**src/rtl/operand_loader_if.sv**
```systemverilog
// Handshake bundle between the serial operand source and operand_loader.
// master drives the serial lanes and controls; slave is the loader.
interface operand_loader_if #(
  parameter int WIDTH = 6
);
  logic             ena;
  logic             sframe;
  logic             sdata_a;
  logic             sdata_b;
  logic             clr_err;
  logic [WIDTH-1:0] ina;
  logic [WIDTH-1:0] inb;
  logic             out_valid;
  logic             busy;
  logic             err;
  logic [7:0]       load_cnt;

  modport master (
    output ena, sframe, sdata_a, sdata_b, clr_err,
    input  ina, inb, out_valid, busy, err, load_cnt
  );

  modport slave (
    input  ena, sframe, sdata_a, sdata_b, clr_err,
    output ina, inb, out_valid, busy, err, load_cnt
  );
endinterface

```
**src/rtl/operand_loader.sv**
```systemverilog
// Two-lane MSB-first serial-to-parallel operand loader with framing-error detection.
// Define OPERAND_LOADER_PARITY_EN to append one even-parity bit per lane to every frame.
//
// state    | meaning
// IDLE     | waiting for sframe to start a frame
// SHIFT    | collecting bits of the current frame
// WAIT_END | frame complete, waiting for sframe to drop
module operand_loader #(
  parameter int WIDTH = 6
) (
  input  logic            clk,
  input  logic            reset,
  operand_loader_if.slave bus
);

`ifdef OPERAND_LOADER_PARITY_EN
  localparam int NBITS = WIDTH + 1;
`else
  localparam int NBITS = WIDTH;
`endif
  localparam int            CW       = $clog2(NBITS + 1);
  localparam logic [CW-1:0] LAST_CNT = CW'(NBITS - 1);

  typedef enum logic [1:0] {
    IDLE     = 2'd0,
    SHIFT    = 2'd1,
    WAIT_END = 2'd2
  } state_t;

  state_t           state_q, state_d;
  logic [CW-1:0]    cnt_q, cnt_d;
  logic [WIDTH-1:0] shadow_a_q, shadow_a_d;
  logic [WIDTH-1:0] shadow_b_q, shadow_b_d;
  logic [WIDTH-1:0] ina_q, ina_d;
  logic [WIDTH-1:0] inb_q, inb_d;
  logic             out_valid_q, out_valid_d;
  logic             err_q, err_d;
  logic [7:0]       load_cnt_q, load_cnt_d;

  logic [WIDTH-1:0] shift_a, shift_b;
  logic [WIDTH-1:0] cand_a, cand_b;
  logic             cand_ok;
  logic             last_bit;
  logic             err_ev;

  assign shift_a = WIDTH'({shadow_a_q, bus.sdata_a});
  assign shift_b = WIDTH'({shadow_b_q, bus.sdata_b});

`ifdef OPERAND_LOADER_PARITY_EN
  // Incoming bit is the parity bit; shadows already hold all data bits.
  assign cand_a  = shadow_a_q;
  assign cand_b  = shadow_b_q;
  assign cand_ok = ((^shadow_a_q) == bus.sdata_a) && ((^shadow_b_q) == bus.sdata_b);
`else
  assign cand_a  = shift_a;
  assign cand_b  = shift_b;
  assign cand_ok = 1'b1;
`endif

  always_comb begin
    state_d     = state_q;
    cnt_d       = cnt_q;
    shadow_a_d  = shadow_a_q;
    shadow_b_d  = shadow_b_q;
    ina_d       = ina_q;
    inb_d       = inb_q;
    out_valid_d = 1'b0;
    err_d       = err_q;
    load_cnt_d  = load_cnt_q;
    last_bit    = 1'b0;
    err_ev      = 1'b0;

    if (bus.ena) begin
      case (state_q)
        IDLE: begin
          if (bus.sframe) begin
            shadow_a_d = shift_a;
            shadow_b_d = shift_b;
            cnt_d      = CW'(1);
            state_d    = SHIFT;
            last_bit   = (NBITS == 1);
          end
        end
        SHIFT: begin
          if (bus.sframe) begin
            shadow_a_d = shift_a;
            shadow_b_d = shift_b;
            cnt_d      = cnt_q + 1'b1;
            last_bit   = (cnt_q == LAST_CNT);
          end else begin
            err_ev  = 1'b1;
            cnt_d   = '0;
            state_d = IDLE;
          end
        end
        WAIT_END: begin
          if (bus.sframe) begin
            err_ev = 1'b1;
          end else begin
            cnt_d   = '0;
            state_d = IDLE;
          end
        end
        default: begin
          cnt_d   = '0;
          state_d = IDLE;
        end
      endcase

      if (last_bit) begin
        state_d = WAIT_END;
        if (cand_ok) begin
          ina_d       = cand_a;
          inb_d       = cand_b;
          out_valid_d = 1'b1;
          load_cnt_d  = load_cnt_q + 8'd1;
        end else begin
          err_ev = 1'b1;
        end
      end

      // A new error outranks a simultaneous clear.
      if (err_ev) begin
        err_d = 1'b1;
      end else if (bus.clr_err) begin
        err_d = 1'b0;
      end
    end
  end

  always_ff @(posedge clk) begin
    if (reset) begin
      state_q     <= IDLE;
      cnt_q       <= '0;
      shadow_a_q  <= '0;
      shadow_b_q  <= '0;
      ina_q       <= '0;
      inb_q       <= '0;
      out_valid_q <= 1'b0;
      err_q       <= 1'b0;
      load_cnt_q  <= 8'd0;
    end else begin
      state_q     <= state_d;
      cnt_q       <= cnt_d;
      shadow_a_q  <= shadow_a_d;
      shadow_b_q  <= shadow_b_d;
      ina_q       <= ina_d;
      inb_q       <= inb_d;
      out_valid_q <= out_valid_d;
      err_q       <= err_d;
      load_cnt_q  <= load_cnt_d;
    end
  end

  // Gated by ena so a stalled pulse cycle never shows a valid.
  assign bus.out_valid = out_valid_q & bus.ena;
  assign bus.ina       = ina_q;
  assign bus.inb       = inb_q;
  assign bus.busy      = (state_q != IDLE);
  assign bus.err       = err_q;
  assign bus.load_cnt  = load_cnt_q;

endmodule

```
**src/flat_wrapper.sv**
```systemverilog
// flat-port wrapper written by rule: the top's interface ports become plain ports
module operand_loader_flat 
#(
  parameter int WIDTH = 6
)
  (clk, reset, bus_ena, bus_sframe, bus_sdata_a, bus_sdata_b, bus_clr_err, bus_ina, bus_inb, bus_out_valid, bus_busy, bus_err, bus_load_cnt);
  operand_loader_if #(.WIDTH(WIDTH)) bus_i ();
  input  logic clk;
  input  logic reset;
  input wire logic [$bits(bus_i.ena)-1:0] bus_ena;
  input wire logic [$bits(bus_i.sframe)-1:0] bus_sframe;
  input wire logic [$bits(bus_i.sdata_a)-1:0] bus_sdata_a;
  input wire logic [$bits(bus_i.sdata_b)-1:0] bus_sdata_b;
  input wire logic [$bits(bus_i.clr_err)-1:0] bus_clr_err;
  output wire logic [$bits(bus_i.ina)-1:0] bus_ina;
  output wire logic [$bits(bus_i.inb)-1:0] bus_inb;
  output wire logic [$bits(bus_i.out_valid)-1:0] bus_out_valid;
  output wire logic [$bits(bus_i.busy)-1:0] bus_busy;
  output wire logic [$bits(bus_i.err)-1:0] bus_err;
  output wire logic [$bits(bus_i.load_cnt)-1:0] bus_load_cnt;
  assign bus_i.ena = bus_ena;
  assign bus_i.sframe = bus_sframe;
  assign bus_i.sdata_a = bus_sdata_a;
  assign bus_i.sdata_b = bus_sdata_b;
  assign bus_i.clr_err = bus_clr_err;
  assign bus_ina = bus_i.ina;
  assign bus_inb = bus_i.inb;
  assign bus_out_valid = bus_i.out_valid;
  assign bus_busy = bus_i.busy;
  assign bus_err = bus_i.err;
  assign bus_load_cnt = bus_i.load_cnt;
  operand_loader #(.WIDTH(WIDTH)) u_core (.clk(clk), .reset(reset), .bus(bus_i));
endmodule
```
**config.mk**
```make
export PLATFORM = sky130hd
export DESIGN_NAME = operand_loader_flat
export DESIGN_NICKNAME = d
export VERILOG_FILES = /design/src/rtl/operand_loader_if.sv /design/src/rtl/operand_loader.sv /design/src/flat_wrapper.sv
export SDC_FILE = /design/constraint.sdc
export NUM_CORES = 1
export LEC_CHECK = 0
export ABC_AREA = 1
export CORE_UTILIZATION = 35
export CTS_BUF_LIST = sky130_fd_sc_hd__clkbuf_2 sky130_fd_sc_hd__clkbuf_4 sky130_fd_sc_hd__clkbuf_8
export DETAILED_ROUTE_END_ITERATION = 6
export MAX_ROUTING_LAYER = met4
export PLACE_DENSITY_LB_ADDON = 0.3
export SYNTH_ARGS = -nofsm -noshare
export SYNTH_HDL_FRONTEND = slang
export SYNTH_SLANG_ARGS = --single-unit
```
**constraint.sdc**
```tcl
create_clock -name clk -period 1.4 [get_ports clk]
set_clock_uncertainty 0.05 [all_clocks]
set_input_delay 0.28 -clock clk [delete_from_list [all_inputs] [get_ports clk]]
set_output_delay 0.28 -clock clk [all_outputs]
set_load 0.05 [all_outputs]
```
-- Yosys cells after proc, flatten, opt, wreduce, memory -nomap -nowiden
Cells that the tools add are included.
- div/mod/pow operators: 0
- shift operators: 0
- mux-type cells: 18
- magnitude comparators: 0
- equal/unequal tests: 7
- reduce and logical (&&, ||, !) cells: 11
- multiply operators: 0
- add/subtract/negate cells: 2
- bitwise gates (word level): 2
- operators by type and width (cell ; count):
    two-way mux 1 bit ; 9
    two-way mux 3 bit ; 3
    one-hot mux 3 bit (3 select lines) ; 1
    AND reduction 3 bit ; 3
    adder 8 x 1 -> 8 bit (second input constant) ; 1
    two-way mux 2 bit ; 3
    inequality test 3 x 2 -> 1 bit (second input constant) ; 2
    OR reduction 2 bit ; 3
    inequality test 2 bit (second input constant) ; 2
    one-hot mux 2 bit (2 select lines) ; 1
    AND reduction 2 bit ; 2
    nonzero test 2 bit ; 2
    adder 3 x 1 -> 3 bit (second input constant) ; 1
    == test 3 bit (second input constant) ; 1
    == test 2 x 1 -> 1 bit (second input constant) ; 1
    == test 2 bit (second input constant) ; 1
    zero test 2 bit ; 1
    one-hot mux 1 bit (2 select lines) ; 1
    AND 1 bit ; 1
    inverter 1 bit ; 1
- bits in latches: 0
- word-level logic and storage cells: 49
- bits in writable memories: 0
- memories: 0
- output and inout port bits: 23
- input port bits: 7
- bits in read-only memories: 0
- register bits: 37

-- Longest topological paths before layout
- depth in word-level cells: 6
- mapped depth: 9
- mapped depth without buffers: 9

-- Worst setup path after synthesis
OpenSTA, ideal clock, no wires.
- path type: flip-flop to flip-flop
- start: reg u_core.state_q[0]
- end: reg u_core.shadow_a_q[4]
- library setup time: 116 ps
- period minus slack after synthesis: 1602 ps
- required time: 1234 ps
- setup slack: -202 ps
- arrival: 1436 ps
- buffers on the path: 1
- cell stages (with the launch flop): 8
- cells stage by stage: dfxtp_1 -> inv_1 -> ha_1 -> inv_1 -> a21oi_1 -> buf_2 -> o21ai_0 -> nor2_1
- longest elaborated chain between the ends: 3
- elaborated cells between the ends (all ways): 4
- classes of those cells: 1 x eq/ne; 3 x reduce/logical
- RTL lines (item ; line ; source):
    start, declared ; operand_loader.sv:30 ; state_t state_q, state_d;
    start signal, assigned ; operand_loader.sv:143 ; state_q <= state_d;
    == test 2 x 1 -> 1 bit or zero test 2 bit (tied branches) ; operand_loader.sv:74 ; case (state_q)
    OR reduction 2 bit (no source line) (*) ; - ;
    AND reduction 3 bit (no source line) (*) ; - ;
    end signal, assigned ; operand_loader.sv:145 ; shadow_a_q <= shadow_a_d;
    end, declared ; operand_loader.sv:32 ; logic [WIDTH-1:0] shadow_a_q, shadow_a_d;
Every way passes the cells marked *; elsewhere a longest branch is shown, timed or not.
A chain may end at the register's enable or synchronous reset.

-- Final worst setup path
- start: reg u_core.state_q[1]
- end: out bus_busy
- longest elaborated chain between the ends: 1
- RTL lines (item ; line ; source):
    nonzero test 2 bit ; operand_loader.sv:159 ; assign bus.busy = (state_q != IDLE);
    end, declared ; flat_wrapper.sv:18 ; output wire logic [$bits(bus_i.busy)-1:0] bus_busy;
No other way between the ends.

==> results.tsv <==
metric	value	unit
outcome	finished with violations	
violated checks	negative setup slack	
Finished Layout Cells	317	
number of global-route vias before repair	1406	
largest net degree at the start of global routing	31	
Crit Reg-Reg Startpoint	u_core.state_q[1]	
cts hold-fix bufs	0	
Clk pin slew, worst setup/hold paths	70	ps
CTS buffer count	5	
Crit path buffers/inverters	5	
Cell Pwr Density	881.0	nW/um2
Seq pwr share	47.9	%
first-pass GRT wire length	6051	um
Max rail drop VDD	636.7	uV
element type at the critical path end	output pin	
Worst Hold End	u_core.bus.ina[5]	
sw frac	22.50	%
CP arrival	1260	ps
Most Frequent Cell on Critical Path	buf_6	
Antenna Nets Post-Route	0	
layout cell share with drive strength beyond 1	36.23	%
nets@finish	277	
Initial Utilization	36.34	%
DP Wirelength	2625	um
FMAX	627.6	MHz
drt wl/cell	12.21	um
die area	4762	um2
critical-path cell list	inv_2, buf_6, ha_4, clkinvlp_4, buf_6, buf_12	
Reg-to-Reg End	u_core.state_q[1]	
pre-CTS setup slack	-363.5	ps
worst path required time	1070	ps
count of pins over their slew limit	0	
switching power	520.9	uW
RSZ-0062 raised after global routing	yes	
R2R setup slack	-90	ps
synth unique cells	21	
hold crit path type	flop to flop	
total global-route track usage	16.29	%
die width	69.01	um
initial antenna violation count	0	
ANT cells	0	
Syn Inst Count	209	
Slew Limit Headroom	80.04	%
crit-path max cell delay	330	ps
input/output buffers	29	
Tot Pwr	2.315	mW
Clock H-tree levels	2	
Clock Latency Late Sink	280	ps
clock root buffer	clkbuf_8	
Slowest cell on crit path	dfxtp_2	
Pleak	1.114	nW
FILL cells	378	
Comb pwr share	10.4	%
setup ws final	-193.4	ps
Period Utilization, post-route	113.8	%
Cell Rows	24	
DP Cell Count	303	
DRT Wirelength	3870	um
drt via density	4.817	
Worst Tran Pin Value	298.4	ps
synth warn	0	
DR vias	1527	
global route total overflow	0	
I/O pins	30	
area of the mapped netlist	1572	um2
Final Hold Viols	0	
Die H	69.01	um
number of synthesized register bits	37	
Longest Clk Path Bufs	2	
clock power share	41.7	%
CP delay by family, top	buffers and inverters	
Area Growth Syn to Fin	67.20	%
Worst R2R Path Depth	9	
Final Instance Area	2628	um2
Avg Cell Area, Syn	7.519	um2
endpoints failing setup	30	
WHS Path Cells	2	
# clock sinks	37	
CTS tree	done	
synthesized net count	222	
critical path fanouts, max	3	
Hold Startpoint	u_core.shadow_a_q[4]	
Main synth FF type	dfxtp_1	
core area	4324	um2
Starting DRT DRC Count	77	
Seq/Total Area, Yosys	47.13	%
crit path kind	flop to output pin	
Post-DP Area	2316	um2
Pint	1.794	mW
fraction of registers with async set/reset	0	%
RePlAce Congestion	0.8916	
first-pass detailed-route iteration total	4	
Post-synth EDFFs	0	
Max Cap Viol	0	
fin crit period	1593	ps
detailed-route DRC error count	0	
critical path launch point type	flop	
[layout by cell type (no fill, tap or decap), drive strengths merged]
cell	count
nand2	24
clkdlybuf4s50	4
dlygate4sd2	1
xor2	2
bufinv	1
a21oi	8
buf	49
inv	15
nand4	4
clkbuf	8
nor3	2
o21ai	30
ha	6
nor3b	1
clkdlybuf4s15	1
clkinvlp	1
clkinv	1
a31o	1
nand3	5
dfxtp	37
nor2	64
[worst min-delay path, stage by stage (launching register included)]
cell     delay, ps
dfxtp_1        350
o21ai_2         60
nor2_1          60
[cell families after synthesis]
kind of cell / Yosys count / synth area share (%)
AOI/OAI and AO/OA: 39 / 12.66
xor gates and xnor gates: 2 / 1.115
adders and majority gates: 6 / 4.777
buffers and inverters: 25 / 7.165
DFF: 37 / 47.13
and+or+nand+nor: 100 / 27.15
[per-layer routing]
| metal | global-route usage [%] | part of all wire, % | vias up |
|---|---|---|---|
| li1 | - | - | 778 |
| met1 | 18.52 | 43 | 710 |
| met2 | 27.08 | 52 | 33 |
| met3 | 4.971 | 4.0 | 6 |
| met4 | 5.669 | 1.2 | 0 |
| met5 | - | 0 | - |
[power by group through the flow]
stage / Clock (mW) / Combinational, mW / Sequential, mW
after CTS: 0.988 / 0.214 / 1.10
after global placement: 0 / 0.205 / 1.12
after detailed placement: 0 / 0.209 / 1.12
after floorplan: 0 / 0.115 / 1.12
final: 0.964 / 0.241 / 1.11
after global routing: 1.02 / 0.266 / 1.11
[final cells by class]
| class | count | area, um2 | area share (%) |
|---|---|---|---|
| multi-input combinational | 147 | 840.8 | 32.00 |
| timing repair buffer | 56 | 787.0 | 29.95 |
| sequential | 37 | 745.7 | 28.38 |
| clock buffer | 7 | 90.09 | 3.429 |
| inverter | 17 | 68.82 | 2.619 |
| tap | 52 | 65.06 | 2.476 |
| clock inverter | 1 | 30.03 | 1.143 |
[repair_timing]
action                                  4_1_cts  5_1_grt
pin swaps                                     3        7
endpoints found under the setup margin       33       37
buffers inserted                              2        3
resized for setup                             8       46
gates cloned                                  0        1
[how the worst max path moves through the flow]
stage                           start                    to  cells past startpoint
global route        u_core.state_q[0]              bus_busy                      5
detailed placement         bus_sframe     u_core.bus.ina[3]                      7
CTS                 u_core.state_q[1]              bus_busy                      6
floorplan           u_core.state_q[1]  u_core.shadow_b_q[4]                      7
global placement           bus_sframe     u_core.bus.ina[3]                      7
finish              u_core.state_q[1]              bus_busy                      6
[stage by stage]
step / TNS, ps / hold WS, ps / utilization [%]
final: -1368 / 454.4 / 60.76
after global routing: -3774 / 488.7 / 60.76
after CTS: -855.2 / 430.4 / 57.00
after detailed placement: -10200 / 438.3 / 53.56
after global placement: -9798 / 420.1 / 53.56
after floorplan: -475.7 / 299.1 / -
[registers in the layout (all words and copies together) (netlist names)]
| signal | count |
|---|---|
| u_core.bus.load_cnt | 8 |
| u_core.bus.inb | 6 |
| u_core.out_valid_q | 1 |
| u_core.bus.err | 1 |
| u_core.cnt_q | 3 |
| u_core.bus.ina | 6 |
| u_core.shadow_a_q | 5 |
| u_core.state_q | 2 |
| u_core.shadow_b_q | 5 |
[Yosys cell counts, types with 2 or more instances]
master / instances / area, um2
inv_1: 16 / 60.06
a21oi_1: 8 / 40.04
xor2_1: 2 / 17.52
nand2_1: 22 / 82.58
buf_2: 3 / 15.01
nor2_1: 61 / 229.0
o21ai_0: 30 / 150.1
nand4_1: 4 / 25.02
nand2_2: 2 / 12.51
ha_1: 6 / 75.07
nand3_1: 5 / 25.02
buf_6: 2 / 22.52
clkbuf_1: 3 / 11.26
nor2_2: 2 / 12.51
dfxtp_1: 37 / 740.7
(Power assumes the default switching activity.)
